### src/rtl/microwave_timer_ctrl.sv
// Microwave cook-timer controller.
// Keypad digits shift into a BCD M:SS display, start cooks and counts
// the display down once per second, and a DONE phase beeps for three
// ticks before returning to IDLE. Door opening or stop pauses cooking.
// Strobes (tick_1hz, key_valid, start, stop) are one-cycle pulses; there
// is no valid/ready handshake, so every input is acted on in the cycle it
// is seen or dropped.
module microwave_timer_ctrl (
    input  logic       clk,
    input  logic       rst_n,
    input  logic       tick_1hz,
    input  logic       key_valid,
    input  logic [3:0] key_digit,
    input  logic       start,
    input  logic       stop,
    input  logic       door_closed,
    output logic [3:0] bmin,
    output logic [3:0] bsec_tens,
    output logic [3:0] bsec_ones,
    output logic       magnetron_on,
    output logic       done_beep,
    output logic [2:0] state
);

    typedef enum logic [2:0] {
        IDLE  = 3'd0,
        SET   = 3'd1,
        COOK  = 3'd2,
        PAUSE = 3'd3,
        DONE  = 3'd4
    } state_t;

    state_t     cur_state;
    logic [1:0] beep_ticks;

    logic       key_ok;
    logic       time_zero;
    logic       dec_zero;
    logic [3:0] dec_min;
    logic [3:0] dec_tens;
    logic [3:0] dec_ones;

    // State register doubles as the debug/state output.
    assign state = cur_state;

    // A key is usable only if it is a real digit and the shift cannot push
    // a value above 5 into the tens-of-seconds position.
    assign key_ok    = key_valid && (key_digit <= 4'd9) && (bsec_ones <= 4'd5);
    assign time_zero = (bmin == 4'd0) && (bsec_tens == 4'd0) && (bsec_ones == 4'd0);
    assign dec_zero  = (dec_min == 4'd0) && (dec_tens == 4'd0) && (dec_ones == 4'd0);

    // One-second BCD decrement of M:SS with borrow from ones to tens to minutes.
    always_comb begin
        dec_min  = bmin;
        dec_tens = bsec_tens;
        dec_ones = bsec_ones;
        if (bsec_ones != 4'd0) begin
            dec_ones = bsec_ones - 4'd1;
        end else begin
            dec_ones = 4'd9;
            if (bsec_tens != 4'd0) begin
                dec_tens = bsec_tens - 4'd1;
            end else begin
                dec_tens = 4'd5;
                dec_min  = bmin - 4'd1;
            end
        end
    end

    // Controller FSM with registered time digits, heater and beeper outputs.
    // Within a cycle: stop beats door-open beats start beats key.
    always_ff @(posedge clk) begin
        if (!rst_n) begin
            cur_state    <= IDLE;
            bmin         <= 4'd0;
            bsec_tens    <= 4'd0;
            bsec_ones    <= 4'd0;
            magnetron_on <= 1'b0;
            done_beep    <= 1'b0;
            beep_ticks   <= 2'd0;
        end else begin
            case (cur_state)
                IDLE: begin
                    if (!stop && key_ok) begin
                        bmin      <= bsec_tens;
                        bsec_tens <= bsec_ones;
                        bsec_ones <= key_digit;
                        cur_state <= SET;
                    end
                end
                SET: begin
                    if (stop) begin
                        bmin      <= 4'd0;
                        bsec_tens <= 4'd0;
                        bsec_ones <= 4'd0;
                        cur_state <= IDLE;
                    end else if (start && door_closed && !time_zero) begin
                        cur_state    <= COOK;
                        magnetron_on <= 1'b1;
                    end else if (key_ok) begin
                        bmin      <= bsec_tens;
                        bsec_tens <= bsec_ones;
                        bsec_ones <= key_digit;
                    end
                end
                COOK: begin
                    if (stop || !door_closed) begin
                        // Time is frozen; a coincident tick is discarded.
                        cur_state    <= PAUSE;
                        magnetron_on <= 1'b0;
                    end else if (tick_1hz) begin
                        if (time_zero || dec_zero) begin
                            cur_state    <= DONE;
                            magnetron_on <= 1'b0;
                            done_beep    <= 1'b1;
                            beep_ticks   <= 2'd0;
                        end
                        if (!time_zero) begin
                            bmin      <= dec_min;
                            bsec_tens <= dec_tens;
                            bsec_ones <= dec_ones;
                        end
                    end
                end
                PAUSE: begin
                    if (stop) begin
                        bmin      <= 4'd0;
                        bsec_tens <= 4'd0;
                        bsec_ones <= 4'd0;
                        cur_state <= IDLE;
                    end else if (start && door_closed) begin
                        cur_state    <= COOK;
                        magnetron_on <= 1'b1;
                    end
                end
                DONE: begin
                    // Any button press silences the beeper; the key is discarded.
                    if (stop || start || key_valid) begin
                        cur_state  <= IDLE;
                        done_beep  <= 1'b0;
                        beep_ticks <= 2'd0;
                    end else if (tick_1hz) begin
                        if (beep_ticks == 2'd2) begin
                            cur_state  <= IDLE;
                            done_beep  <= 1'b0;
                            beep_ticks <= 2'd0;
                        end else begin
                            beep_ticks <= beep_ticks + 2'd1;
                        end
                    end
                end
                default: begin
                    cur_state    <= IDLE;
                    magnetron_on <= 1'b0;
                    done_beep    <= 1'b0;
                    beep_ticks   <= 2'd0;
                end
            endcase
        end
    end

endmodule

### config.mk
export PLATFORM = sky130hd
export DESIGN_NAME = microwave_timer_ctrl
export DESIGN_NICKNAME = d
export VERILOG_FILES = /design/src/rtl/microwave_timer_ctrl.sv
export SDC_FILE = /design/constraint.sdc
export NUM_CORES = 1
export LEC_CHECK = 0
export ABC_AREA = 1
export CAP_MARGIN = 20
export CORE_AREA = 2 2 67 69
export CTS_BUF_LIST = sky130_fd_sc_hd__clkbuf_16
export DETAILED_ROUTE_END_ITERATION = 10
export DIE_AREA = 0 0 69 71
export GPL_TIMING_DRIVEN = 0
export PLACE_DENSITY = 0.63
export SYNTH_ARGS = -nofsm -noshare
export SYNTH_HDL_FRONTEND = slang
export SYNTH_SLANG_ARGS = --single-unit
### constraint.sdc
create_clock -name clk -period 2.02 [get_ports clk]
set_input_delay 0.202 -clock clk [delete_from_list [all_inputs] [get_ports clk]]
set_output_delay 0.202 -clock clk [all_outputs]
set_load 0.01 [all_outputs]
# Yosys cells after proc, flatten, opt, wreduce, memory -nomap -nowiden
# Index checks and enable logic that the tools add are counted.
[op_classes]
addsub = 4
order_cmp = 2
eq_ne = 23
muxes = 64
bitwise = 2
reduce_logical = 33
[op_table]
columns = ["op", "n"]
rows = [
  ["4-bit 2-to-1 mux", 27],
  ["4-bit one-hot mux with 4 select lines", 3],
  ["3-bit 2-to-1 mux", 11],
  ["4-bit zero test", 6],
  ["3-bit inequality test (second input constant)", 8],
  ["2-bit inequality test (second input constant)", 10],
  ["3-bit one-hot mux with 5 select lines", 1],
  ["7-bit AND reduction", 2],
  ["1-bit 2-to-1 mux", 13],
  ["2-bit 2-to-1 mux", 6],
  ["4-bit nonzero test", 3],
  ["4-bit by 1-bit subtractor with 4-bit output (second input constant)", 3],
  ["1-bit logical AND", 9],
  ["8-bit AND reduction", 1],
  ["3-bit by 2-bit == test with 1-bit output (second input constant)", 2],
  ["2-bit one-hot mux with 3 select lines", 1],
  ["6-bit AND reduction", 1],
  ["5-bit AND reduction", 1],
  ["4-bit by 3-bit <= comparator with 1-bit output (second input constant)", 1],
  ["4-bit <= comparator (second input constant)", 1],
  ["1-bit logical OR", 4],
  ["1-bit one-hot mux with 4 select lines", 1],
  ["3-bit by 1-bit == test with 1-bit output (second input constant)", 1],
  ["3-bit == test (second input constant)", 1],
  ["8 further kinds", 11],
]
[totals]
ff_bits = 19
word_cells = 135

# Depth between registers and ports, before layout
[logic_depth]
ltp_word = 11
mapped_depth = 12
ltp_nobuf = 12

# Least setup slack after synthesis
# Ideal clock, no wire load.
[synth_path]
path_type = "reg2reg"
from = "register bsec_tens[0]"
to = "register bmin[1]"
setup_ps = 117
arrival_ps = 1541
path_slack_ps = 362
stages_incl_launch_ff = 12
path_buffers = 1
path_cell_list = "dfxtp_1 -> nor2_1 -> nand2_2 -> nor2_8 -> nand4_4 -> nand2_2 -> nand2_1 -> nand3_2 -> nand2_4 -> buf_6 -> nor3_1 -> nor2_1"
[synth_between]
elab_chain_len = 7
[synth_rtl]
columns = ["element", "line", "rtl"]
rows = [
  ["from (decl)", "18", "output logic [3:0] bsec_tens,"],
  ["from (signal assigned)", "86", "bsec_tens <= bsec_ones;"],
  ["from (signal assigned)", "102", "bsec_tens <= bsec_ones;"],
  ["from (signal assigned)", "120", "bsec_tens <= dec_tens;"],
  ["4-bit nonzero test / 4-bit zero test (equally long branches)", "61, 49", ""],
  ["4-bit 2-to-1 mux / 1-bit logical AND (equally long branches)", "61, 49", ""],
  ["4-bit 2-to-1 mux / 1-bit logical AND (equally long branches)", "57, 49", ""],
  ["4-bit 2-to-1 mux / 1-bit zero test (equally long branches)", "--", ""],
  ["4-bit 2-to-1 mux / 1-bit logical AND (equally long branches)", "111, 97", ""],
  ["4-bit 2-to-1 mux / 3-bit inequality test (equally long branches)", "--", ""],
  ["4-bit one-hot mux with 4 select lines / 8-bit AND reduction (equally long branches)", "--", ""],
  ["to (signal assigned)", "85", "bmin <= bsec_tens;"],
  ["to (signal assigned)", "101", "bmin <= bsec_tens;"],
  ["to (signal assigned)", "119", "bmin <= dec_min;"],
  ["to (decl)", "17", "output logic [3:0] bmin,"],
]
# Several ways; a longest one is shown, not always the timed one. The select of a mux whose other input is x is not followed.
# A chain may end at the register's enable or synchronous reset.

# Final worst setup path
[layout_path]
from = "register bsec_ones[1]"
to = "register cur_state[1] (netlist: state[1])"
[layout_between]
elab_chain_len = 8
[layout_rtl]
columns = ["element", "line", "rtl"]
rows = [
  ["from (decl)", "19", "output logic [3:0] bsec_ones,"],
  ["from (signal assigned)", "87", "bsec_ones <= key_digit;"],
  ["from (signal assigned)", "103", "bsec_ones <= key_digit;"],
  ["from (signal assigned)", "121", "bsec_ones <= dec_ones;"],
  ["branches (longest 7 deep; another with 4-bit by 1-bit subtractor with 4-bit output)", "--", ""],
  ["7-bit AND reduction (no source line) (*)", "--", ""],
  ["to (signal assigned)", "109", "cur_state <= PAUSE;"],
  ["to (signal assigned)", "113", "cur_state <= DONE;"],
  ["to (signal assigned)", "130", "cur_state <= IDLE;"],
  ["to (decl)", "33", "state_t cur_state;"],
]
# Mark *: on every way between the ends.

==> results.tsv <==
stage	metric	value	unit
status	run_status	finished clean	
timing	whs	0.368	ns
place	globalplace.congestion	0.921	
worst_setup_path	critPathMaxStageDelay	0.39	ns
power_and_ir_drop	powerDensity	1680	nW/um^2
synth	synth-async-reset-ratio	0	%
synth	seq_area_frac_synth	27.0	%
synth	syn_nets	242	
timing	fin_skew	0.00527	ns
worst_setup_path	worst-endpoint-arrival	2.00	ns
synth	syn_area	1410	sq um
detailed_routing	drtIter0Drc	109	
floorplan	die-area	4900	sq um
worst_setup_path	crit_buf_inv	0	
worst_setup_path	path_delay_family	simple AND/OR/NAND/NOR gates	
worst_setup_path	cp-end-kind	flop	
worst_setup_path	path_cells	nor2_4, nand2_4, nor2_8, xor2_1, nor2_1, nand3_1, nand3_2, a21oi_1, nor2_1	
timing	slew_viol_final	0	
cells_and_area	nFillCells	462	
synth	yosysTopAreaCell	dfxtp_1	
detailed_routing	avgRoutedWirePerCell	12.2	um
worst_setup_path	critPathKind	reg2reg	
timing	min_period_over_period	91.6	%
timing	post-route-worst-setup-slack	0.170	ns
cells_and_area	drive_above_1_share	9.51	%
floorplan	die_h	71	um
cts	cts_made_buffers	3	
grt	grt_overflow	0	
grt	grt_max_degree	11	
synth	synth-seq-cells	19	
cells_and_area	diodes	0	
cells_and_area	final_util	44.1	%
detailed_routing	wirelength	3850	um
cells_and_area	finalNetCount	277	
worst_setup_path	start_kind	flop	
min_path	hp-class	in2reg	
synth	synthTopCellsByCount	nand2_1 (48), nor2_1 (42), inv_1 (30)	
timing	worst_pin_slew	0.528	ns
timing	rsz0062_at_grt	yes	
worst_setup_path	slowest_stage	dfxtp_1	
power_and_ir_drop	leakage	0.844	nW
synth	yosys.cell_count.top_type	nand2_1	
place	hpwl	2780	um
worst_setup_path	required	2.17	ns
place	port-buffer-count	26	
cts	cts.htree.levels	1	
synth	synth_top_area_share	27.0	%
synth	synthTopCellsByArea	dfxtp_1 (27%), nand2_1 (13%), nor2_1 (11%)	
timing	setup_viol	0	
place	dp_cells	307	
timing	min_period	1.85	ns
job	drv_cap	0	
detailed_routing	routed_via_density	4.96	
cts	clk_pin_slew	0.06	ns
cts	clock_sinks	19	
cells_and_area	instances_no_fill	315	
timing	relSlewSlack	64.8	%
synth	synth_ff_type	dfxtp_1	
floorplan	die_w	69	um
detailed_routing	ant_nets	0	
detailed_routing	num_vias	1563	
detailed_routing	drt-pass1-iter-count	4	
grt	antenna_found_initial	0	
grt	grtUsageTotal	15.5	%
floorplan	placementRows	24	
timing	fmax	541	MHz
cells_and_area	syn2layout_area_growth	31.5	%
floorplan	start_util	33.5	%
floorplan	top_level_ports	28	
cts	clockRootBuffer	clkbuf_16	
worst_setup_path	crit_path_frequent_cell	nor2_1	
synth	synth-edff-count	0	
detailed_routing	drc	0	
synth	synth_warnings	0	
synth	synth_cells	229	
cts	clockBufferDepth	2	
worst_setup_path	cp_max_fo	7	
floorplan	core-area	4200	sq um
grt	grt_pass1_vias	1383	
cts	hold_buffers	0	
cts	clk_latency	0.26	ns
power_and_ir_drop	vdd_drop_max	0.525	mV
synth	avgSynthCellArea	6.15	sq um
cts	cts_tree	yes	
grt	grt_pass1_wl	6220	um
timing	hold_viol_final	0	
synth	synth_cell_types	30	
place	place_ws	0.00469	ns
[state kept, by name, indices dropped and copies added (netlist names)]
| signal | cells |
|---|---|
| magnetron_on | 1 |
| bsec_ones | 4 |
| state | 3 |
| done_beep | 1 |
| bsec_tens | 4 |
| beep_ticks | 2 |
| bmin | 4 |
[cell type report]
class                      instances  area, sq um  share of cell area (%)
multi-input combinational        174          896                    48.3
sequential                        19          380                    20.5
timing repair buffer              30          290                    15.7
inverter                          33          124                    6.68
clock buffer                       3         75.1                    4.05
tap                               52         65.1                    3.51
buffer                             3         18.8                    1.01
clock inverter                     1         3.75                   0.203
[worst reg2reg max path, cell delays in order (launching register included)]
cell     delay (ns)
dfxtp_1        0.39
nor2_4         0.21
nand2_4        0.12
nor2_8         0.18
xor2_1         0.20
nor2_1         0.07
nand3_1        0.16
nand3_2        0.17
a21oi_1        0.18
nor2_1         0.06
[kinds of logic (layout without fill, tap and decap cells)]
logic type | after synthesis | in the layout | share of synthesized area (%)
AOI/OAI and AO/OA | 45 | 45 | 18.4
xor gates and xnor gates | 1 | 1 | 0.622
adders and majority gates | 2 | 2 | 1.78
buffers and inverters | 36 | 70 | 10.1
DFF | 19 | 19 | 27.0
and+or+nand+nor | 126 | 126 | 42.1
[cell usage in the layout (no fill, tap or decap), drive strengths merged]
master,netlist,final
o31ai,1,1
a211oi,1,1
o22ai,2,2
dfxtp,19,19
o21ai,13,13
a22o,1,1
inv,33,34
clkdlybuf4s50,0,26
nand3b,1,1
ha,2,2
nor2,45,45
nor3,2,2
o21a,1,1
nand4,3,3
nand3,22,22
buf,1,5
nand2,53,53
a22oi,3,3
a21o,1,1
xor2,1,1
a21oi,20,20
clkbuf,2,5
a32o,2,2
[worst paths after layout]
path / from / endpoint / slack [ns] / cells after the start
setup reg to reg: bsec_ones[1] / state[1] / 0.17 / 9
hold reg to reg: done_beep / done_beep / 0.47 / 2
hold / removal: rst_n / bmin[3] / 0.37 / 3
setup / recovery: bsec_ones[1] / state[1] / 0.17 / 9
[repair_timing]
| item | CTS | global route |
|---|---|---|
| endpoints found under the hold margin | 0 | 0 |
| endpoints found under the setup margin | 0 | 13 |
| resized for setup | 0 | 4 |
| buffers inserted | 0 | 4 |
[layer usage]
| layer | routed length (um) | vias to the layer above | part of all wire [%] | track usage [%] |
|---|---|---|---|---|
| met4 | 62 | 0 | 1.6 | 6.75 |
| met1 | 1790 | 690 | 47 | 20.1 |
| met5 | 0 | - | 0 | 0 |
| met3 | 217 | 5 | 5.6 | 2.28 |
| li1 | - | 816 | - | - |
| met2 | 1770 | 52 | 46 | 25.5 |
[metrics by stage]
step	power [mW]	area [sq um]	TNS (ns)
CTS	3.05	1810	0
detailed placement	2.62	1730	0
finish	3.11	1850	0
global route	3.41	1850	-0.000985
global placement	2.61	1730	0
floorplan	2.07	1410	0
[power by group]
part	switching, mW	leakage [nW]	internal [mW]
Clock	0.151	0.0423	0.264
Sequential	0.168	0.157	0.509
Combinational	1.20	0.644	0.818
Power figures use the tool's default switching activity.
